## config.mk

```make
export PLATFORM = sky130hd
export DESIGN_NAME = pipe_hazard_ctrl_flat
export DESIGN_NICKNAME = d
export VERILOG_FILES = /design/src/rtl/pipe_hazard_ctrl_if.sv /design/src/rtl/pipe_hazard_ctrl.sv /design/src/flat_wrapper.sv
export SDC_FILE = /design/constraint.sdc
export NUM_CORES = 1
export LEC_CHECK = 0
export CAP_MARGIN = 30
export CORE_MARGIN = 1
export CORE_UTILIZATION = 47
export DETAILED_ROUTE_END_ITERATION = 7
export PLACE_DENSITY = 0.91
export SLEW_MARGIN = 20
export SYNTH_ARGS = -nofsm -noshare
export SYNTH_HDL_FRONTEND = slang
export SYNTH_SLANG_ARGS = --single-unit
```

## constraint.sdc

```tcl
create_clock -name clk -period 2.55 [get_ports clk]
set_clock_uncertainty 0.2 [all_clocks]
set_input_delay 0.255 -clock clk [delete_from_list [all_inputs] [get_ports clk]]
set_output_delay 0.255 -clock clk [all_outputs]
set_load 0.005 [all_outputs]
```

## src/rtl/pipe_hazard_ctrl_if.sv

```systemverilog
// Hazard-control bundle between the 5-stage pipeline datapath and pipe_hazard_ctrl.
// The master side is the datapath; the slave side is the hazard controller.
interface pipe_hazard_ctrl_if #(
  parameter int CNT_W = 16
);
  logic [4:0]       id_rs1;
  logic [4:0]       id_rs2;
  logic             id_uses_rs1;
  logic             id_uses_rs2;
  logic [4:0]       ex_rd;
  logic             ex_mem_read;
  logic             ex_redirect;
  logic             mem_read;
  logic             mem_write;
  logic             dmem_ready;

  logic             pc_en;
  logic             if_id_en;
  logic             if_id_flush;
  logic             id_ex_en;
  logic             id_ex_flush;
  logic             ex_mem_en;
  logic             mem_wb_en;
  logic             dmem_req;
  logic             mem_error;
  logic [CNT_W-1:0] stall_cycles;
  logic [CNT_W-1:0] flush_events;

  modport master (
    output id_rs1, id_rs2, id_uses_rs1, id_uses_rs2, ex_rd, ex_mem_read,
           ex_redirect, mem_read, mem_write, dmem_ready,
    input  pc_en, if_id_en, if_id_flush, id_ex_en, id_ex_flush, ex_mem_en,
           mem_wb_en, dmem_req, mem_error, stall_cycles, flush_events
  );

  modport slave (
    input  id_rs1, id_rs2, id_uses_rs1, id_uses_rs2, ex_rd, ex_mem_read,
           ex_redirect, mem_read, mem_write, dmem_ready,
    output pc_en, if_id_en, if_id_flush, id_ex_en, id_ex_flush, ex_mem_en,
           mem_wb_en, dmem_req, mem_error, stall_cycles, flush_events
  );
endinterface

```

## src/rtl/pipe_hazard_ctrl.sv

```systemverilog
// Stall/flush sequencer for the 5-stage RV32I pipeline: load-use, EX redirect and
// multi-cycle data-memory stalls with a timeout watchdog and saturating counters.
module pipe_hazard_ctrl #(
  parameter int WAIT_LIMIT = 8,
  parameter int CNT_W      = 16
) (
  input  logic              clk,
  input  logic              reset,
  pipe_hazard_ctrl_if.slave hz
);
  localparam int WCNT_W = (WAIT_LIMIT < 1) ? 1 : $clog2(WAIT_LIMIT + 1);
  localparam logic [WCNT_W-1:0] WAIT_MAX  = WCNT_W'(WAIT_LIMIT);
  localparam logic [WCNT_W-1:0] WAIT_ONE  = WCNT_W'(1);
  localparam logic [WCNT_W-1:0] WAIT_ZERO = {WCNT_W{1'b0}};
  localparam logic [CNT_W-1:0]  CNT_ONE   = CNT_W'(1);
  localparam logic [CNT_W-1:0]  CNT_MAX   = {CNT_W{1'b1}};
  localparam logic [CNT_W-1:0]  CNT_ZERO  = {CNT_W{1'b0}};

  typedef enum logic [0:0] {
    RUN      = 1'b0,
    MEM_WAIT = 1'b1
  } state_e;

  state_e            state_q, state_d;
  logic [WCNT_W-1:0] wait_cnt_q, wait_cnt_d;
  logic              mem_error_q, mem_error_d;
  logic [CNT_W-1:0]  stall_cycles_q, stall_cycles_d;
  logic [CNT_W-1:0]  flush_events_q, flush_events_d;

  logic mem_access;
  logic load_use;
  logic timeout;
  logic mem_stall;
  logic redirect_apply;

  logic pc_en_raw, if_id_en_raw, if_id_flush_raw, id_ex_en_raw;
  logic id_ex_flush_raw, ex_mem_en_raw, mem_wb_en_raw;

  assign mem_access = hz.mem_read | hz.mem_write;
  assign load_use   = hz.ex_mem_read & (hz.ex_rd != 5'd0) &
                      ((hz.id_uses_rs1 & (hz.id_rs1 == hz.ex_rd)) |
                       (hz.id_uses_rs2 & (hz.id_rs2 == hz.ex_rd)));
  assign timeout    = (state_q == MEM_WAIT) && (wait_cnt_q == WAIT_MAX);
  assign mem_stall  = mem_access & ~hz.dmem_ready & ~timeout;
  // A redirect seen during a memory stall is held in frozen EX and fires on release.
  assign redirect_apply = ~mem_stall & hz.ex_redirect;

  // FSM state, watchdog count and sticky error flag
  always_ff @(posedge clk or negedge reset) begin
    if (!reset) begin
      state_q     <= RUN;
      wait_cnt_q  <= WAIT_ZERO;
      mem_error_q <= 1'b0;
    end else begin
      state_q     <= state_d;
      wait_cnt_q  <= wait_cnt_d;
      mem_error_q <= mem_error_d;
    end
  end

  // Next-state logic for the memory-wait FSM
  always_comb begin
    state_d     = state_q;
    wait_cnt_d  = wait_cnt_q;
    mem_error_d = mem_error_q;
    case (state_q)
      RUN: begin
        if (mem_access && !hz.dmem_ready) begin
          state_d    = MEM_WAIT;
          wait_cnt_d = WAIT_ONE;
        end else begin
          state_d    = RUN;
          wait_cnt_d = WAIT_ZERO;
        end
      end
      MEM_WAIT: begin
        if (hz.dmem_ready) begin
          state_d    = RUN;
          wait_cnt_d = WAIT_ZERO;
        end else if (timeout) begin
          state_d     = RUN;
          wait_cnt_d  = WAIT_ZERO;
          mem_error_d = 1'b1;
        end else begin
          state_d    = MEM_WAIT;
          wait_cnt_d = wait_cnt_q + WAIT_ONE;
        end
      end
      default: begin
        state_d    = RUN;
        wait_cnt_d = WAIT_ZERO;
      end
    endcase
  end

  // Stage enable/flush decode, highest priority first
  always_comb begin
    pc_en_raw       = 1'b1;
    if_id_en_raw    = 1'b1;
    if_id_flush_raw = 1'b0;
    id_ex_en_raw    = 1'b1;
    id_ex_flush_raw = 1'b0;
    ex_mem_en_raw   = 1'b1;
    mem_wb_en_raw   = 1'b1;
    if (mem_stall) begin
      pc_en_raw     = 1'b0;
      if_id_en_raw  = 1'b0;
      id_ex_en_raw  = 1'b0;
      ex_mem_en_raw = 1'b0;
      mem_wb_en_raw = 1'b0;
    end else if (hz.ex_redirect) begin
      if_id_flush_raw = 1'b1;
      id_ex_flush_raw = 1'b1;
    end else if (load_use) begin
      pc_en_raw       = 1'b0;
      if_id_en_raw    = 1'b0;
      id_ex_flush_raw = 1'b1;
    end else begin
      pc_en_raw = 1'b1;
    end
  end

  // Saturating performance counter next values
  always_comb begin
    stall_cycles_d = stall_cycles_q;
    flush_events_d = flush_events_q;
    if (!pc_en_raw && (stall_cycles_q != CNT_MAX)) begin
      stall_cycles_d = stall_cycles_q + CNT_ONE;
    end else begin
      stall_cycles_d = stall_cycles_q;
    end
    if (redirect_apply && (flush_events_q != CNT_MAX)) begin
      flush_events_d = flush_events_q + CNT_ONE;
    end else begin
      flush_events_d = flush_events_q;
    end
  end

  // Performance counter registers
  always_ff @(posedge clk or negedge reset) begin
    if (!reset) begin
      stall_cycles_q <= CNT_ZERO;
      flush_events_q <= CNT_ZERO;
    end else begin
      stall_cycles_q <= stall_cycles_d;
      flush_events_q <= flush_events_d;
    end
  end

  // Combinational controls are forced idle while reset is held low.
  assign hz.pc_en        = reset & pc_en_raw;
  assign hz.if_id_en     = reset & if_id_en_raw;
  assign hz.if_id_flush  = reset & if_id_flush_raw;
  assign hz.id_ex_en     = reset & id_ex_en_raw;
  assign hz.id_ex_flush  = reset & id_ex_flush_raw;
  assign hz.ex_mem_en    = reset & ex_mem_en_raw;
  assign hz.mem_wb_en    = reset & mem_wb_en_raw;
  assign hz.dmem_req     = reset & mem_access;
  assign hz.mem_error    = mem_error_q;
  assign hz.stall_cycles = stall_cycles_q;
  assign hz.flush_events = flush_events_q;
endmodule

```

## src/flat_wrapper.sv

```systemverilog
// flat-port wrapper written by rule: the top's interface ports become plain ports
module pipe_hazard_ctrl_flat 
#(
  parameter int WAIT_LIMIT = 8,
  parameter int CNT_W      = 16
)
  (clk, reset, hz_id_rs1, hz_id_rs2, hz_id_uses_rs1, hz_id_uses_rs2, hz_ex_rd, hz_ex_mem_read, hz_ex_redirect, hz_mem_read, hz_mem_write, hz_dmem_ready, hz_pc_en, hz_if_id_en, hz_if_id_flush, hz_id_ex_en, hz_id_ex_flush, hz_ex_mem_en, hz_mem_wb_en, hz_dmem_req, hz_mem_error, hz_stall_cycles, hz_flush_events);
  pipe_hazard_ctrl_if #(.CNT_W(CNT_W)) hz_i ();
  input  logic clk;
  input  logic reset;
  input wire logic [$bits(hz_i.id_rs1)-1:0] hz_id_rs1;
  input wire logic [$bits(hz_i.id_rs2)-1:0] hz_id_rs2;
  input wire logic [$bits(hz_i.id_uses_rs1)-1:0] hz_id_uses_rs1;
  input wire logic [$bits(hz_i.id_uses_rs2)-1:0] hz_id_uses_rs2;
  input wire logic [$bits(hz_i.ex_rd)-1:0] hz_ex_rd;
  input wire logic [$bits(hz_i.ex_mem_read)-1:0] hz_ex_mem_read;
  input wire logic [$bits(hz_i.ex_redirect)-1:0] hz_ex_redirect;
  input wire logic [$bits(hz_i.mem_read)-1:0] hz_mem_read;
  input wire logic [$bits(hz_i.mem_write)-1:0] hz_mem_write;
  input wire logic [$bits(hz_i.dmem_ready)-1:0] hz_dmem_ready;
  output wire logic [$bits(hz_i.pc_en)-1:0] hz_pc_en;
  output wire logic [$bits(hz_i.if_id_en)-1:0] hz_if_id_en;
  output wire logic [$bits(hz_i.if_id_flush)-1:0] hz_if_id_flush;
  output wire logic [$bits(hz_i.id_ex_en)-1:0] hz_id_ex_en;
  output wire logic [$bits(hz_i.id_ex_flush)-1:0] hz_id_ex_flush;
  output wire logic [$bits(hz_i.ex_mem_en)-1:0] hz_ex_mem_en;
  output wire logic [$bits(hz_i.mem_wb_en)-1:0] hz_mem_wb_en;
  output wire logic [$bits(hz_i.dmem_req)-1:0] hz_dmem_req;
  output wire logic [$bits(hz_i.mem_error)-1:0] hz_mem_error;
  output wire logic [$bits(hz_i.stall_cycles)-1:0] hz_stall_cycles;
  output wire logic [$bits(hz_i.flush_events)-1:0] hz_flush_events;
  assign hz_i.id_rs1 = hz_id_rs1;
  assign hz_i.id_rs2 = hz_id_rs2;
  assign hz_i.id_uses_rs1 = hz_id_uses_rs1;
  assign hz_i.id_uses_rs2 = hz_id_uses_rs2;
  assign hz_i.ex_rd = hz_ex_rd;
  assign hz_i.ex_mem_read = hz_ex_mem_read;
  assign hz_i.ex_redirect = hz_ex_redirect;
  assign hz_i.mem_read = hz_mem_read;
  assign hz_i.mem_write = hz_mem_write;
  assign hz_i.dmem_ready = hz_dmem_ready;
  assign hz_pc_en = hz_i.pc_en;
  assign hz_if_id_en = hz_i.if_id_en;
  assign hz_if_id_flush = hz_i.if_id_flush;
  assign hz_id_ex_en = hz_i.id_ex_en;
  assign hz_id_ex_flush = hz_i.id_ex_flush;
  assign hz_ex_mem_en = hz_i.ex_mem_en;
  assign hz_mem_wb_en = hz_i.mem_wb_en;
  assign hz_dmem_req = hz_i.dmem_req;
  assign hz_mem_error = hz_i.mem_error;
  assign hz_stall_cycles = hz_i.stall_cycles;
  assign hz_flush_events = hz_i.flush_events;
  pipe_hazard_ctrl #(.WAIT_LIMIT(WAIT_LIMIT), .CNT_W(CNT_W)) u_core (.clk(clk), .reset(reset), .hz(hz_i));
endmodule
```

==> results_dict.tcl <==
set metrics [dict create \
    status "complete, no violations" \
    worstPathArrival_ns 1.97 \
    period_needed_ns 2.43 \
    peakVddDrop_uv 406 \
    path_clk_slew_ns 0.07 \
    tightest_slew_ns 0.501 \
    hold_class "reg -> reg" \
    slowest_delay_ns 0.51 \
    slew_headroom_pct 66.5 \
    p_total_mw 1.88 \
    htreeDepth 2 \
    die_width_um 68.7 \
    yosysWarningCount 0 \
    cts_sinks 38 \
    num_vias 1752 \
    place_congestion 0.769 \
    finalSetupViolations 0 \
    max-clock-path-buffers 2 \
    grt.total_usage_pct 21.9 \
    drt_iter0_drc 51 \
    grt_max_degree 22 \
    syn-mean-instance-area_um2 10.9 \
    synth_area_leaders "dfrtp_1, xnor2_1, xor2_1" \
    core_area_um2 4140 \
    cts_tree "yes" \
    dieArea_um2 4720 \
    antenna_found_initial 0 \
    synth-seq-cells 38 \
    final_cell_area_um2 2990 \
    synth_nets 220 \
    final_core_util_pct 72.0 \
    pre_cts_slack_ns -0.124 \
    grt_pass1_wl_mm 7.47 \
    synth_edf_count 0 \
    cp_cell_sequence "inv_1, ha_1, and4b_2, nor3_4, nand2b_4, nor2_1, clkdlybuf4s50_1" \
    power_density_nw_per_um2 630 \
    cts_buffers 5 \
    ys.flop_type "dfrtp_1" \
    wl_per_cell_um 14.6 \
    synth_top_area_share_pct 45.5 \
    cp.required_ns 2.10 \
    synth_common_cells "dfrtp_1, xnor2_1, nand2_1, xor2_1" \
    fp.dieH_um 68.7 \
    viasPerCell 5.39 \
    synth_area_um2 2090 \
    critical_path.top_delay_family "buffers and inverters" \
    cp-start-kind "flop" \
    std_cell_rows 23 \
    io_buffers 64 \
    min_period_over_period_pct 95.2 \
    max_clock_freq_mhz 412 \
    layout-area-overhead-vs-synth_pct 42.7 \
    place_hpwl_mm 3.65 \
    worst_slack_ns 0.123 \
    syn_inst 192 \
    yosysSeqAreaShare_pct 45.5 \
    nFillCells 306 \
    root_buffer "clkbuf_8" \
    path_buf_inv 2 \
    overflow 0 \
    nets 302 \
    drive_gt1_share_pct 18.5 \
    slew_viol_final 0 \
    yosysMostFrequentCell "dfrtp_1" \
    antenna_left 0 \
    synth_top_cell_by_area "dfrtp_1" \
    maxCapViolCount 0 \
    holdWs_ns 0.259 \
    antenna_cells 0 \
    hold_violations 0 \
    drt_wl_total_mm 4.73 \
    placed_cell_area_um2 2850 \
    first_pass_iters 4 \
    crit_slowest_cell "clkdlybuf4s50_1" \
    crit_fanout 4 \
    route.detailed.drc 0 \
    yosysUniqueCellTypes 46 \
    ios 65 \
    end_kind "output port" \
    critical_path_class "reg -> out" \
    initial_core_util_pct 50.5 \
    grt_pass1_vias 1740 \
    leakage_nw 1.32 \
    synth-async-reset-ratio_pct 100 \
    clk_latency_ns 0.29 \
]
==> sequential cells by signal, indices dropped and copies added (netlist names) <==
name and flops:
u_core.state_q 1, u_core.hz.mem_error 1, u_core.wait_cnt_q 4, u_core.hz.flush_events 16, u_core.hz.stall_cycles 16
==> layer usage <==
layer,GRT usage (%),share of wire (%),vias to the layer above
li1,-,-,828
met1,23.3,39,870
met2,41.1,52,49
met3,5.59,7.0,5
met4,8.16,1.2,0
met5,0,0,-
==> through the flow <==
stage / std cells / setup TNS (ns)
floorplan: 192 / 0
global placement: 314 / -0.175
detailed placement: 314 / -0.693
CTS: 324 / 0
global route: 325 / -0.0635
finish: 325 / 0
==> worst register-to-register path, cell delays in order, from the launching register on <==
cell,delay [ns]
dfrtp_1,0.40
inv_1,0.06
ha_1,0.15
and4b_2,0.26
buf_4,0.11
buf_4,0.13
o31ai_4,0.09
a31oi_4,0.24
and2_0,0.34
nand3_1,0.14
xnor2_1,0.15
==> timing repair <==
item	in CTS	in global routing
gates resized for setup	8	4
buffers inserted	1	1
pin swaps	2	2
hold buffers	1	0
hold endpoints to repair	38	0
endpoints found under the setup margin	6	5
==> power breakdown <==
part           total (mW)  internal, mW  switching, mW
combinational       0.599         0.380          0.219
sequential          0.862         0.718          0.144
clock               0.419         0.218          0.201
total                1.88          1.32          0.564
==> area by class of cell <==
class	instances	area, µm²	area share [%]
flip-flops and latches	38	951	31.9
inverters	8	30.0	1.01
multi-input cells	139	1080	36.2
repair buffers	82	771	25.8
clock inverters	1	5.00	0.168
well taps	50	62.6	2.10
clock buffers	7	86.3	2.89
==> final timing paths <==
| check | cells past startpoint | slack (ns) | start | endpoint |
|---|---|---|---|---|
| worst max-delay path | 7 | 0.12 | u_core.wait_cnt_q[1]$_DFF_PN0_ | hz_if_id_flush |
| worst min-delay path | 1 | 0.26 | u_core.hz.mem_error$_DFFE_PN0P_ | u_core.hz.mem_error$_DFFE_PN0P_ |
| worst max register to register | 10 | 0.17 | u_core.wait_cnt_q[1]$_DFF_PN0_ | u_core.hz.flush_events[6]$_DFFE_PN0P_ |
| worst min register to register | 1 | 0.26 | u_core.hz.mem_error$_DFFE_PN0P_ | u_core.hz.mem_error$_DFFE_PN0P_ |
| max in group asynchronous | 3 | 1.57 | reset | u_core.hz.flush_events[13]$_DFFE_PN0P_ |
| min in group asynchronous | 3 | 0.33 | reset | u_core.hz.stall_cycles[6]$_DFFE_PN0P_ |
==> placed cells by master (no fill, tap or decap), types with 6 or more instances in the layout <==
master	n
clkdlybuf4s50_1	58
dfrtp_1	38
xnor2_1	25
buf_4	17
nand2_1	16
xor2_1	15
nand3_1	8
inv_1	7
nor3_1	7
nand4_1	7
and3_1	6
clkbuf_8	6
==> kinds of logic after synthesis <==
kind of cell	Yosys count	share of synthesized area [%]
and+or+nand+nor	79	23.6
xor gates and xnor gates	40	16.7
DFF	38	45.5
buffers and inverters	15	3.77
AOI/OAI and AO/OA	13	6.28
adders and majority gates	4	2.39
muxes	3	1.73
(Power assumes the default switching activity.)
